$ cat config.mk
export PLATFORM = sky130hd
export DESIGN_NAME = s_term_loopback_cfg
export DESIGN_NICKNAME = d
export VERILOG_FILES = /design/src/rtl/s_term_pkg.sv /design/src/rtl/s_term_loopback_cfg_grp_mux.sv /design/src/rtl/s_term_loopback_cfg.sv
export SDC_FILE = /design/constraint.sdc
export NUM_CORES = 1
export LEC_CHECK = 0
export CAP_MARGIN = 20
export CELL_PAD_IN_SITES_DETAIL_PLACEMENT = 0
export CELL_PAD_IN_SITES_GLOBAL_PLACEMENT = 1
export CORE_ASPECT_RATIO = 1.2
export CORE_MARGIN = 3
export CORE_UTILIZATION = 35
export DETAILED_ROUTE_END_ITERATION = 10
export GPL_TIMING_DRIVEN = 0
export PLACE_DENSITY_LB_ADDON = 0.1
export SLEW_MARGIN = 10
export SYNTH_ARGS = -nofsm -noshare
export SYNTH_HDL_FRONTEND = slang
export SYNTH_SLANG_ARGS = --single-unit
$ cat constraint.sdc
create_clock -name UserCLK -period 2.3 [get_ports UserCLK]
set_input_delay 0.46 -clock UserCLK [delete_from_list [all_inputs] [get_ports UserCLK]]
set_output_delay 0.46 -clock UserCLK [all_outputs]
set_load 0.1 [all_outputs]
$ cat src/rtl/s_term_pkg.sv
// Shared types and constants for the south-termination loopback tile.
package s_term_pkg;

   localparam int unsigned NUM_GRP = 4;
   localparam int unsigned CFG_W   = 2 * NUM_GRP;
   localparam int unsigned LFSR_W  = 16;

   // Fibonacci taps 16,14,13,11 expressed as bit positions 15,13,12,10
   localparam logic [LFSR_W-1:0] LFSR_POLY = 16'hB400;

   typedef enum logic [1:0] {
      MODE_BYPASS = 2'b00,
      MODE_REG    = 2'b01,
      MODE_PRBS   = 2'b10,
      MODE_TIE0   = 2'b11
   } mode_e;

   function automatic logic [LFSR_W-1:0] lfsr_next(input logic [LFSR_W-1:0] s);
      return {s[LFSR_W-2:0], ^(s & LFSR_POLY)};
   endfunction

endpackage

$ cat src/rtl/s_term_loopback_cfg_grp_mux.sv
// Per-group output selector: bypass reflection, registered reflection, PRBS or zero.
module s_term_grp_mux
   import s_term_pkg::*;
#(
   parameter int unsigned W = 4
) (
   input  logic [W-1:0]      refl,
   input  logic [W-1:0]      refl_q,
   input  logic [LFSR_W-1:0] lfsr,
   input  mode_e             mode,
   output logic [W-1:0]      grp_c
);

   logic [W-1:0] prbs_c;
   logic         lfsr_unused_c;

   // PRBS bit i comes from lfsr[i mod 16]; narrow groups leave upper bits idle
   for (genvar i = 0; i < W; i++) begin : g_prbs
      assign prbs_c[i] = lfsr[i % LFSR_W];
   end
   assign lfsr_unused_c = ^lfsr;

   always_comb begin
      grp_c = '0;
      case (mode)
         MODE_BYPASS: grp_c = refl;
         MODE_REG:    grp_c = refl_q;
         MODE_PRBS:   grp_c = prbs_c;
         MODE_TIE0:   grp_c = '0;
         default:     grp_c = '0;
      endcase
   end

endmodule

$ cat src/rtl/s_term_loopback_cfg.sv
// South-termination loopback with per-group runtime modes loaded over a serial chain.
// Optional S_TERM_ACTIVITY_CNT_EN adds a saturating input-activity counter act_count.
module s_term_loopback_cfg
   import s_term_pkg::*;
#(
   parameter int unsigned       W1        = 4,
   parameter int unsigned       W2        = 8,
   parameter int unsigned       W4        = 16,
   parameter logic [LFSR_W-1:0] LFSR_SEED = 16'hACE1
) (
   input  logic          UserCLK,
   input  logic          UserRST,
   input  logic [W1-1:0] S1END,
   input  logic [W2-1:0] S2MID,
   input  logic [W2-1:0] S2END,
   input  logic [W4-1:0] S4END,
   output logic [W1-1:0] N1BEG,
   output logic [W2-1:0] N2BEG,
   output logic [W2-1:0] N2BEGb,
   output logic [W4-1:0] N4BEG,
   input  logic          cfg_shift_en,
   input  logic          cfg_din,
   input  logic          cfg_update,
   output logic          cfg_dout
`ifdef S_TERM_ACTIVITY_CNT_EN
   ,
   output logic [15:0]   act_count
`endif
);

   logic [W1-1:0]     refl1_c,  refl1_q;
   logic [W2-1:0]     refl2_c,  refl2_q;
   logic [W2-1:0]     refl2b_c, refl2b_q;
   logic [W4-1:0]     refl4_c,  refl4_q;
   logic [CFG_W-1:0]  cfg_sr, mode_q;
   logic [LFSR_W-1:0] lfsr;
   mode_e             grp_mode [NUM_GRP];
   logic [NUM_GRP-1:0] is_prbs_c;
   logic              prbs_any_c;

   // Bit-order reversal within each group
   for (genvar i = 0; i < W1; i++) begin : g_r1
      assign refl1_c[i] = S1END[W1-1-i];
   end
   for (genvar i = 0; i < W2; i++) begin : g_r2
      assign refl2_c[i]  = S2MID[W2-1-i];
      assign refl2b_c[i] = S2END[W2-1-i];
   end
   for (genvar i = 0; i < W4; i++) begin : g_r4
      assign refl4_c[i] = S4END[W4-1-i];
   end

   for (genvar g = 0; g < NUM_GRP; g++) begin : g_mode
      assign grp_mode[g]  = mode_e'(mode_q[2*g +: 2]);
      assign is_prbs_c[g] = (grp_mode[g] == MODE_PRBS);
   end
   assign prbs_any_c = |is_prbs_c;

   // Config chain, active modes, LFSR and reflection pipeline
   always_ff @(posedge UserCLK or posedge UserRST) begin
      if (UserRST) begin
         cfg_sr   <= '0;
         mode_q   <= '0;
         lfsr     <= LFSR_SEED;
         refl1_q  <= '0;
         refl2_q  <= '0;
         refl2b_q <= '0;
         refl4_q  <= '0;
      end else begin
         if (cfg_shift_en) cfg_sr <= {cfg_din, cfg_sr[CFG_W-1:1]};
         if (cfg_update)   mode_q <= cfg_sr;
         if (prbs_any_c)   lfsr   <= lfsr_next(lfsr);
         refl1_q  <= refl1_c;
         refl2_q  <= refl2_c;
         refl2b_q <= refl2b_c;
         refl4_q  <= refl4_c;
      end
   end

   assign cfg_dout = cfg_sr[0];

   s_term_grp_mux #(.W(W1)) u_grp0 (
      .refl(refl1_c), .refl_q(refl1_q), .lfsr(lfsr), .mode(grp_mode[0]), .grp_c(N1BEG)
   );
   s_term_grp_mux #(.W(W2)) u_grp1 (
      .refl(refl2_c), .refl_q(refl2_q), .lfsr(lfsr), .mode(grp_mode[1]), .grp_c(N2BEG)
   );
   s_term_grp_mux #(.W(W2)) u_grp2 (
      .refl(refl2b_c), .refl_q(refl2b_q), .lfsr(lfsr), .mode(grp_mode[2]), .grp_c(N2BEGb)
   );
   s_term_grp_mux #(.W(W4)) u_grp3 (
      .refl(refl4_c), .refl_q(refl4_q), .lfsr(lfsr), .mode(grp_mode[3]), .grp_c(N4BEG)
   );

`ifdef S_TERM_ACTIVITY_CNT_EN
   logic act_chg_c;

   // Reflection is a bijection, so comparing against the pipeline detects any S toggle
   assign act_chg_c = ({refl1_c, refl2_c, refl2b_c, refl4_c} !=
                       {refl1_q, refl2_q, refl2b_q, refl4_q});

   always_ff @(posedge UserCLK or posedge UserRST) begin
      if (UserRST) begin
         act_count <= '0;
      end else if (cfg_update) begin
         act_count <= '0;
      end else if (act_chg_c && (act_count != 16'hFFFF)) begin
         act_count <= act_count + 16'd1;
      end
   end
`endif

endmodule

# Yosys cells after proc, flatten, opt, wreduce, memory -nomap -nowiden
# Cells that the tools add are included.
# op_classes
n_eq_ne	12
n_reduce_logical	6
mux	4
# op_table
op	n
$pmux 16 s4	1
$pmux 8 s4	2
$eq 2x2->1 const B	8
$pmux 4 s4	1
$reduce_xor 16->1	1
$eq 2x1->1 const B	4
$logic_not 2->1	4
$reduce_or 4->1	1
# word_totals
inputBits	41
reg_bits	68
elab_cells	29
output_inout_bits	37

# Longest topological paths before layout
# logic_depth
ltp_word	2
mapped_depth	6
mapped_depth_nobuf	3

# Modules after synthesis
# Synthesis repeated with hierarchy kept, for this count alone.
# hier_totals
hier_cells	202
area_unflattened_um2	3094.2
# modules_own_cells
module	area_each_um2	seq_area_each_um2	n_inst	cells_each
s_term_loopback_cfg	2217.1	1711.6	1	113
s_term_grp_mux at u_grp1 ...	197.7	0.0	2	20
s_term_grp_mux at u_grp3	381.6	0.0	1	39
s_term_grp_mux at u_grp0	100.1	0.0	1	10

# Worst setup path before layout
# OpenSTA, ideal clock, no wires.
# synth_path
path_kind	reg-to-output
from	register mode_q[7]
to	output port N4BEG[10]
slack_ns	-1.312
stages_incl_launch_ff	5
arrival_time_ns	3.152
n_path_buf	2
required_ns	1.840
path_cell_list	dfrtp_1 -> buf_6 -> buf_1 -> mux2i_1 -> o21ai_0
# synth_via
elab_chain_len	2
elab_cells_between_ends	5
classes_between	eq/ne: 3; mux: 1; reduce/logical: 1
# synth_rtl
item	line_no	rtl
start: declaration	s_term_loopback_cfg.sv:35	logic [CFG_W-1:0] cfg_sr, mode_q;
start signal: assignment	s_term_loopback_cfg.sv:71	if (cfg_update) mode_q <= cfg_sr;
$eq 2x2->1 (tied with other cells)	s_term_loopback_cfg_grp_mux.sv:25	case (mode)
$pmux 16 s4 (*)	s_term_loopback_cfg_grp_mux.sv:25	
end: declaration	s_term_loopback_cfg.sv:20	output logic [W4-1:0] N4BEG,
# Mark *: on every way between the ends. The rest lies on a longest branch, timed or not.

# Final worst setup path
# layout_path
from	register mode_q[4]
to	output port N2BEGb[4]
# layout_via
elab_chain_len	2
elab_cells_between_ends	5
classes_between	eq/ne: 3; mux: 1; reduce/logical: 1
# layout_rtl
item	line_no	rtl
$eq 2x2->1 (tied with other cells)	s_term_loopback_cfg_grp_mux.sv:25	
$pmux 8 s4 (*)	s_term_loopback_cfg_grp_mux.sv:25	
end: declaration	s_term_loopback_cfg.sv:19	output logic [W2-1:0] N2BEGb,
# Marked as above.

==> key figures <==
Global route
  • Initial antenna violation count: 0
  • Global route overflow: 0
  • GRT Overall Usage: approximately 15%
  • Global-route wire length before repair: 11.3 mm
  • Largest net degree at the start of global routing: between 40 and 50
  • Vias in the first global route: 2134

Logic synthesis
  • Sequential area share after synthesis: 57.4%
  • Cell taking the most area after synthesis: dfrtp_1
  • Top-area cell type share of the netlist area: 50.4%
  • Area share of fa/ha/maj cells after synthesis: 0%
  • Syn nets: 278
  • Synth Area in Compound Gates: 6.05%
  • Post-Syn Instances: 237
  • Syn Area/Cell: 12.6 um^2
  • Main combinational cell family by area after synthesis: multiplexers
  • Cell area after synthesis: slightly below 3000 um^2
  • Seq cells post-synth: 68
  • Simple-Gate Fraction of Synth Area: 6.63%
  • Synth Warn #: 0
  • XOR/XNOR Fraction of Synth Area: 0.882%
  • Mux cell area share after synthesis: 25.4%
  • Top cells by area, synth: dfrtp_1 (50%), mux2i_1 (12%), mux2_2 (8.3%), dfstp_2 (7.1%), o21ai_0 (6.0%)
  • Synth unique cells: 18

Cells and area
  • Design area: 4430 um^2
  • Fin nets: 368
  • Synthesis-to-layout area growth: 48.5%
  • Fin cells: 446
  • Inserted Diodes: 0
  • Fillers: about 760
  • Layout cells sized above 1: 46.1%

Power
  • Net Sw Frac: 42.6%
  • Power per cell area: 1290 nW/um^2
  • P_int: about 3.3 mW
  • Sequential power share: approximately a quarter
  • Psw: 2.42 mW
  • Clock share of power: ~29%
  • Peak supply drop: about 0.78 mV
  • Combinational cell fraction of total power: 46.0%
  • Static Leak: between 2 and 2.5 nW

Drt
  • Iter 0 DRT Violations: 62
  • DR WL/cell: 15.9 um
  • Met2 routed WL: 3.70 mm
  • Drt via density: 4.73
  • Met1 wire length: 3.07 mm
  • TritonRoute pass-1 iters: 4
  • Final WL: 7.09 mm
  • Routed Antenna Nets: 0
  • Met3 wire len: about 220 um
  • DRC errors left: 0
  • Via count: between 2000 and 2500
  • Max layer used: met4

Timing
  • Final setup viols: 0
  • Worst setup margin: 0.0957 ns
  • Slew Viols, Final: 0
  • Tightest Pin Transition: 0.960 ns
  • Tmin final: between 2 and 2.5 ns
  • Fin crit share: between 90% and 100%
  • Clk_skew: 0.0125 ns
  • Highest Clock Rate: 454 MHz
  • Fin. Hold Viols: 0
  • Max-Slew Margin vs Limit: roughly 36%
  • Unrepaired setup endpoints after global routing: false

Critical path
  • Crit Path Category: reg2out
  • Critical Path Sink Type: primary output
  • CP max FO: 11
  • R2r worst-path depth: 5
  • Arrival time worst endpoint: 1.74 ns
  • Slowest CP cell: dfrtp_2
  • CP required: 1.84 ns
  • Delay of the slowest critical-path stage: 0.57 ns
  • Setup crit start kind: register
  • Worst-path cell chain: nor2b_1, clkbuf_2, nand2_1, o21ai_2, buf_6

Clocking
  • Root buffer cell: clkbuf_8
  • CTS tree: done
  • # H-tree levels: 3
  • Clock Sink Count: 68
  • CTS Buf Count: 9
  • Latest clock arrival within the worst-skew pair: between 0.3 and 0.4 ns
  • Worst-case clock buffer depth: 2
  • Reg clk slew, reported paths: 0.08 ns

Placed design
  • Cell Area, Placed: 4040 um^2
  • Dpl cells: 427
  • Placement Setup Slack: -0.946 ns
  • DP HPWL: a little under 5 mm
  • Routability cong.: 0.726
  • Input/output buffers: 75

Floorplanning
  • Initial Util: 36.4%
  • Die area: 9660 um^2
  • Die Wd: 90.2 um
  • Num ports: 78
  • Core Region: about 8200 um^2
  • Die extent in y: roughly 110 um
  • # rows: 36

Worst hold path
  • Worst Hold Class: in2async

Job
  • Max-Cap Viols: 0

Outcome
  • Outcome: finished clean
[state kept, by name (all words and copies together), names as in the netlist]
| register | count |
|---|---|
| refl2_q | 8 |
| refl1_q | 4 |
| refl2b_q | 8 |
| mode_q | 8 |
| lfsr | 16 |
| cfg_sr | 8 |
| refl4_q | 16 |
[timing repair]
item / in CTS / in global routing
buffers inserted: 0 / 6
hold buffers: 0 / 0
gates resized for setup: 238 / 16
endpoints found under the setup margin: 37 / 33
[critical path, delay by kind of cell (launching register included)]
kind / cells / cell delay (ns)
buffers and inverters: 2 / 0.46
and+or+nand+nor: 2 / 0.27
AOI/OAI and AO/OA: 1 / 0.09
DFF: 1 / 0.57
[kinds of logic (layout without fill, tap and decap cells)]
group | Yosys count | in the layout
and+or+nand+nor | 44 | 44
xor gates and xnor gates | 3 | 3
DFF | 68 | 68
AOI/OAI and AO/OA | 36 | 36
buffers and inverters | 18 | 113
muxes | 68 | 68
[cell usage after synthesis]
cell / number
clkbuf_1: 11
o21ai_0: 36
dfrtp_1: 60
or4_4: 1
xor2_1: 1
buf_12: 1
mux2_4: 10
mux2i_1: 36
xnor2_1: 2
buf_1: 1
nand2_1: 36
buf_4: 2
dfstp_2: 8
inv_1: 1
nor2b_1: 6
nor2b_4: 1
buf_6: 2
mux2_2: 22
[placed cells by master, fill, tap and decap left out, types with 10 or more instances in the layout]
| cell | instances |
|---|---|
| buf_4 | 23 |
| clkbuf_8 | 10 |
| clkdlybuf4s50_1 | 38 |
| dfrtp_1 | 57 |
| mux2_2 | 22 |
| mux2_4 | 10 |
| mux2i_1 | 36 |
| nand2_1 | 36 |
| o21ai_2 | 36 |
[worst paths after layout]
path | from | endpoint | slack [ns]
setup / recovery | mode_q[4] | N2BEGb[4] | 0.1
hold / removal | UserRST | refl1_q[0] | 0.44
setup reg to reg | mode_q[1] | lfsr[3] | 0.36
hold reg to reg | lfsr[9] | lfsr[10] | 0.52
max in group asynchronous | UserRST | lfsr[6] | 1.27
min in group UserCLK | lfsr[9] | lfsr[10] | 0.52
[power by group through the flow]
| stage | clock network (mW) | logic, mW | registers [mW] |
|---|---|---|---|
| after floorplan | 0 | 2.03 | 1.44 |
| after global placement | 0 | 2.62 | 1.40 |
| after detailed placement | 0 | 2.64 | 1.40 |
| after CTS | 1.66 | 2.53 | 1.46 |
| after global routing | 1.71 | 2.72 | 1.46 |
| final | 1.63 | 2.62 | 1.44 |
[final cells by class]
class	instances	area, um^2	share of cell area (%)
sequential	68	1720	38.8
multi-input combinational	151	1300	29.3
timing repair buffer	82	818	18.5
clock inverter	7	210	4.75
tap	114	143	3.22
clock buffer	9	124	2.80
buffer	14	113	2.54
inverter	1	6.26	0.141
[per-layer routing]
metal,global-route usage (%),up-vias
met3,2.81,8
met4,7.22,0
met5,0,-
met2,25.6,40
met1,19.3,1057
li1,-,1003
[through the flow]
stage               power (mW)  utilization [%]  hold WS [ns]  TNS (ns)
finish                    5.69             54.0         0.437         0
global route              5.89             54.0         0.463         0
CTS                       5.65             52.9         0.442         0
detailed placement        4.03             49.3         0.514    -28.64
global placement          4.02             48.9         0.514   -101.27
floorplan                 3.47                -         0.491    -0.451
Note: power is estimated with default switching activity, not from simulation.
==> patch 1 (same settings) <==
Register the output `N2BEGb`; this adds one clock of latency there. The other outputs are not delayed to match.
--- a/src/rtl/s_term_loopback_cfg.sv
+++ b/src/rtl/s_term_loopback_cfg.sv
@@ -27,6 +27,8 @@
    output logic [15:0]   act_count
 `endif
 );
+
+   logic [W2-1:0] N2BEGb_d;
 
    logic [W1-1:0]     refl1_c,  refl1_q;
    logic [W2-1:0]     refl2_c,  refl2_q;
@@ -86,7 +88,7 @@
       .refl(refl2_c), .refl_q(refl2_q), .lfsr(lfsr), .mode(grp_mode[1]), .grp_c(N2BEG)
    );
    s_term_grp_mux #(.W(W2)) u_grp2 (
-      .refl(refl2b_c), .refl_q(refl2b_q), .lfsr(lfsr), .mode(grp_mode[2]), .grp_c(N2BEGb)
+      .refl(refl2b_c), .refl_q(refl2b_q), .lfsr(lfsr), .mode(grp_mode[2]), .grp_c(N2BEGb_d)
    );
    s_term_grp_mux #(.W(W4)) u_grp3 (
       .refl(refl4_c), .refl_q(refl4_q), .lfsr(lfsr), .mode(grp_mode[3]), .grp_c(N4BEG)
@@ -110,5 +112,9 @@
    end
 `endif
 
+   always_ff @(posedge UserCLK) begin
+      N2BEGb <= N2BEGb_d;
+   end
+
 endmodule
 
Function: changed (a bounded check fails within 4 cycles, from zero or initial values and one cycle with UserRST high).
==> patch 1 against the original RTL <==
  * Synthesized cell count grew 3.4%
  * Total power fell by 7.1%
  * Worst setup slack got worse by 0.048 ns
  * Cell area increased by 0.90%
  * Wire length grew 0.25%
  * Critical path depth fell by 4
  * Core utilization fell by 2.4 points
  * Area after synthesis rose by 5.4%
  * Sequential cell count increased by 8
  * Sequential power up 10%
==> patch 1: results (changes against the original RTL) <==
[detailed_routing]
routed-wl-met3_um=311  ; +43%
wirelength_mm=7.11  ; +0.25%
wl_met1_mm=3.21  ; +4.5%
avgViaCountPerCell=4.60  ; -2.7%
drt-initial-drc-count=59  ; -4.8%
routed-wl-met2_mm=3.44  ; -6.8%
wire_per_inst_um=15.6  ; -2.2%

[global_route]
first_global_vias=2111  ; -1.1%
grt_util_met3=0.0246  ; -0.00343
grtUsageMet1=0.191  ; -0.00131
grt_use_total=0.148  ; -0.00498
grt_first_pass_wirelength_mm=11.3  ; +0.24%
met2_usage=0.243  ; -0.0126
grt_max_degree=58  ; +26%

[setup_path]
arrival_ns=1.79  ; +0.05 ns
reg2reg_to=lfsr[2]
slowest_stage=clkdlybuf4s50_1
critPathMaxStageDelay_ns=1.12  ; +0.55 ns
cp_max_fo=1  ; -10
cp_top_family=buffers and inverters
r2r-start=mode_q[1]

[pwr]
vdd_drop_max_v=0.000750  ; -4.4%
leakage_nw=2.05  ; +1.9%
switching_power_mw=2.44  ; +0.91%
combPwrFrac=0.492  ; +0.032
seqPwrFrac=0.301  ; +0.048

[finish]
nClkBuffers=10  ; +1
final_nets=376  ; +2.2%
buffer_area_frac=0.213  ; +0.00260
fill_cells=808  ; +6.0%
seq_area_mm2=0.00187  ; +9.3%
multi_input_area_share=0.284  ; -0.00879
clk_share=0.0490  ; -0.0264
drive_above_1_share=0.394  ; -0.0667
buffers=96  ; unchanged
finalInstanceArea_mm2=0.00447  ; +0.90%

[placed_design]
dpl.hpwl_mm=4.87  ; +1.3%
dp_cells=438  ; +2.6%
place_area_mm2=0.00417  ; +3.3%
place_ws_ns=-0.938  ; +0.00839 ns
portBuffers=75  ; unchanged
gp_congestion=0.681  ; -6.2%

[cts]
ctsResizeCount=191  ; -20%
cts_tree=built

[logic_synthesis]
muxShareOfSynthArea=0.241  ; -0.0130
yosysUniqueCellTypes=19  ; +1
ys_ff_latch=76  ; +12%
synthesis.nets=286  ; +2.9%
synthArstFlopShare=0.895  ; -0.105
yosysWarnings=0  ; unchanged
seq_area_frac_synth=0.596  ; +0.0217
synth_xor_area_frac=0.00837  ; -0.000450
synth_cells=245  ; +3.4%
syn_area_per_cell_um2=12.8  ; +1.9%
synth_compound_area_frac=0.0574  ; -0.00308
synthTopCellsByArea=dfrtp_1 48%, mux2i_1 11%, mux2_2 7.9%

[timing]
skew_ns=0.0103  ; -0.00221 ns
relSlewSlack=0.351  ; -0.0116
fin_crit_ns=2.25  ; +0.0483 ns

[status]
status=finished, final reports clean

## patch 1: worst max path at each step
stage,startpoint,to,depth (start not counted)
after floorplan,mode_q[7],N4BEG[10],4
after global placement,UserRST,refl2b_q[4],2
after detailed placement,mode_q[6],N4BEG[1],7
after CTS,mode_q[6],N4BEG[0],6
after global routing,N2BEGb[4],N2BEGb[4],1
final,N2BEGb[3],N2BEGb[3],1
## patch 1: through the flow
stage          hold slack (ns)  power [mW]
3_3_place_gp             0.426        4.17
2_1_floorplan            0.417        3.62
5_1_grt                  0.373        5.52
4_1_cts                  0.363        5.29
3_5_place_dp             0.426        4.19
6_report                 0.371        5.29
## patch 1: worst register-to-register path, cell delays in order, from the launching register on
cell and delay [ns]:
dfrtp_1 0.48, nor2b_2 0.23, or4_4 0.53, buf_6 0.16, buf_12 0.15, mux2_4 0.29
==> patch 2 (config.mk and constraints unchanged) <==
Without the edit above. Set the parameter `W4` to 18 (it was 16).
--- a/src/rtl/s_term_loopback_cfg.sv
+++ b/src/rtl/s_term_loopback_cfg.sv
@@ -5,7 +5,7 @@
 #(
    parameter int unsigned       W1        = 4,
    parameter int unsigned       W2        = 8,
-   parameter int unsigned       W4        = 16,
+   parameter int unsigned       W4        = 18,
    parameter logic [LFSR_W-1:0] LFSR_SEED = 16'hACE1
 ) (
    input  logic          UserCLK,
Ports: changed (resized N4BEG and S4END); port bits go from 78 to 82. No check against the original RTL was run, so the function may have changed too.
==> patch 2 against the original RTL <==
  * Maximum frequency down 0.55%
  * Non-clock buffer count up 1
  * Worst setup slack worse by 0.012 ns
  * Sequential cell count up 2
  * Core utilization up 0.18 points
  * Cell area up 2.0%
  * Synthesized cell count up 3.4%
  * Total power down 9.0%
  * Wire length up 4.4%
  * Die area up 3.4%
  * Area after synthesis up 3.6%
  * Global-route usage up 0.20 points
  * Sequential power up 3%
==> patch 2: results (changes against the original RTL) <==
[setup_path]
cp_max_fo=10  ; -1
critPathMaxStageDelay_ns=0.40  ; -0.17 ns
slowest_stage=dfrtp_1
arrival_ns=1.76  ; +0.02 ns

[pwr]
vdd_drop_max_v=0.000443  ; -44%
p_sw_frac=0.472  ; +0.0461

[logic_synthesis]
synthTopCellsByArea=dfrtp_1 50%, mux2i_1 12%, mux2_2 8.0%
synthesis.nets=288  ; +3.6%
seq_area_frac_synth=0.571  ; -0.00380
syn_area_per_cell_um2=12.6  ; +0.23%
synth_xor_area_frac=0.00851  ; -0.000307
synth_compound_area_frac=0.0648  ; +0.00438

[placed_design]
dpl.hpwl_mm=5.17  ; +7.6%
dp_cells=440  ; +3.0%

[finish]
seq_cell_count=70  ; +2.9%
buffer_area_frac=0.221  ; +0.0103
fill_cells=755  ; -0.92%
buffers=97  ; +1.0%
seq-cell-share=0.391  ; +0.00329
drive_above_1_share=0.429  ; -0.0314
multi_input_cells=156  ; +3.3%

[detailed_routing]
vias=2161  ; +2.5%
firstDrtPassIters=3  ; -1

[timing]
worst_hold_slack_ns=0.376  ; -0.0617 ns
finalCritPeriodShare=0.964  ; +0.00529

[status]
status=finished, final reports clean

patch 2: layer usage:
metal | part of all wire | wire (um) | GRT usage
met1 | 0.45 | 3360 | 0.207
met2 | 0.50 | 3680 | 0.245
met3 | 0.036 | 270 | 0.0331
met4 | 0.014 | 104 | 0.0669
met5 | 0 | 0 | 0
patch 2: repair_timing:
item,CTS,global route
setup endpoints to repair,39,35
hold endpoints to repair,0,0
gates resized for setup,244,37
cloned,0,1
patch 2: worst max-delay path by stage:
stage	from	endpoint	depth (start not counted)
2_1_floorplan	mode_q[4]	N2BEGb[1]	3
3_3_place_gp	mode_q[6]	N4BEG[11]	7
3_5_place_dp	mode_q[6]	N4BEG[11]	7
4_1_cts	mode_q[1]	N1BEG[3]	4
5_1_grt	mode_q[7]	N4BEG[7]	5
6_report	mode_q[7]	N4BEG[7]	5
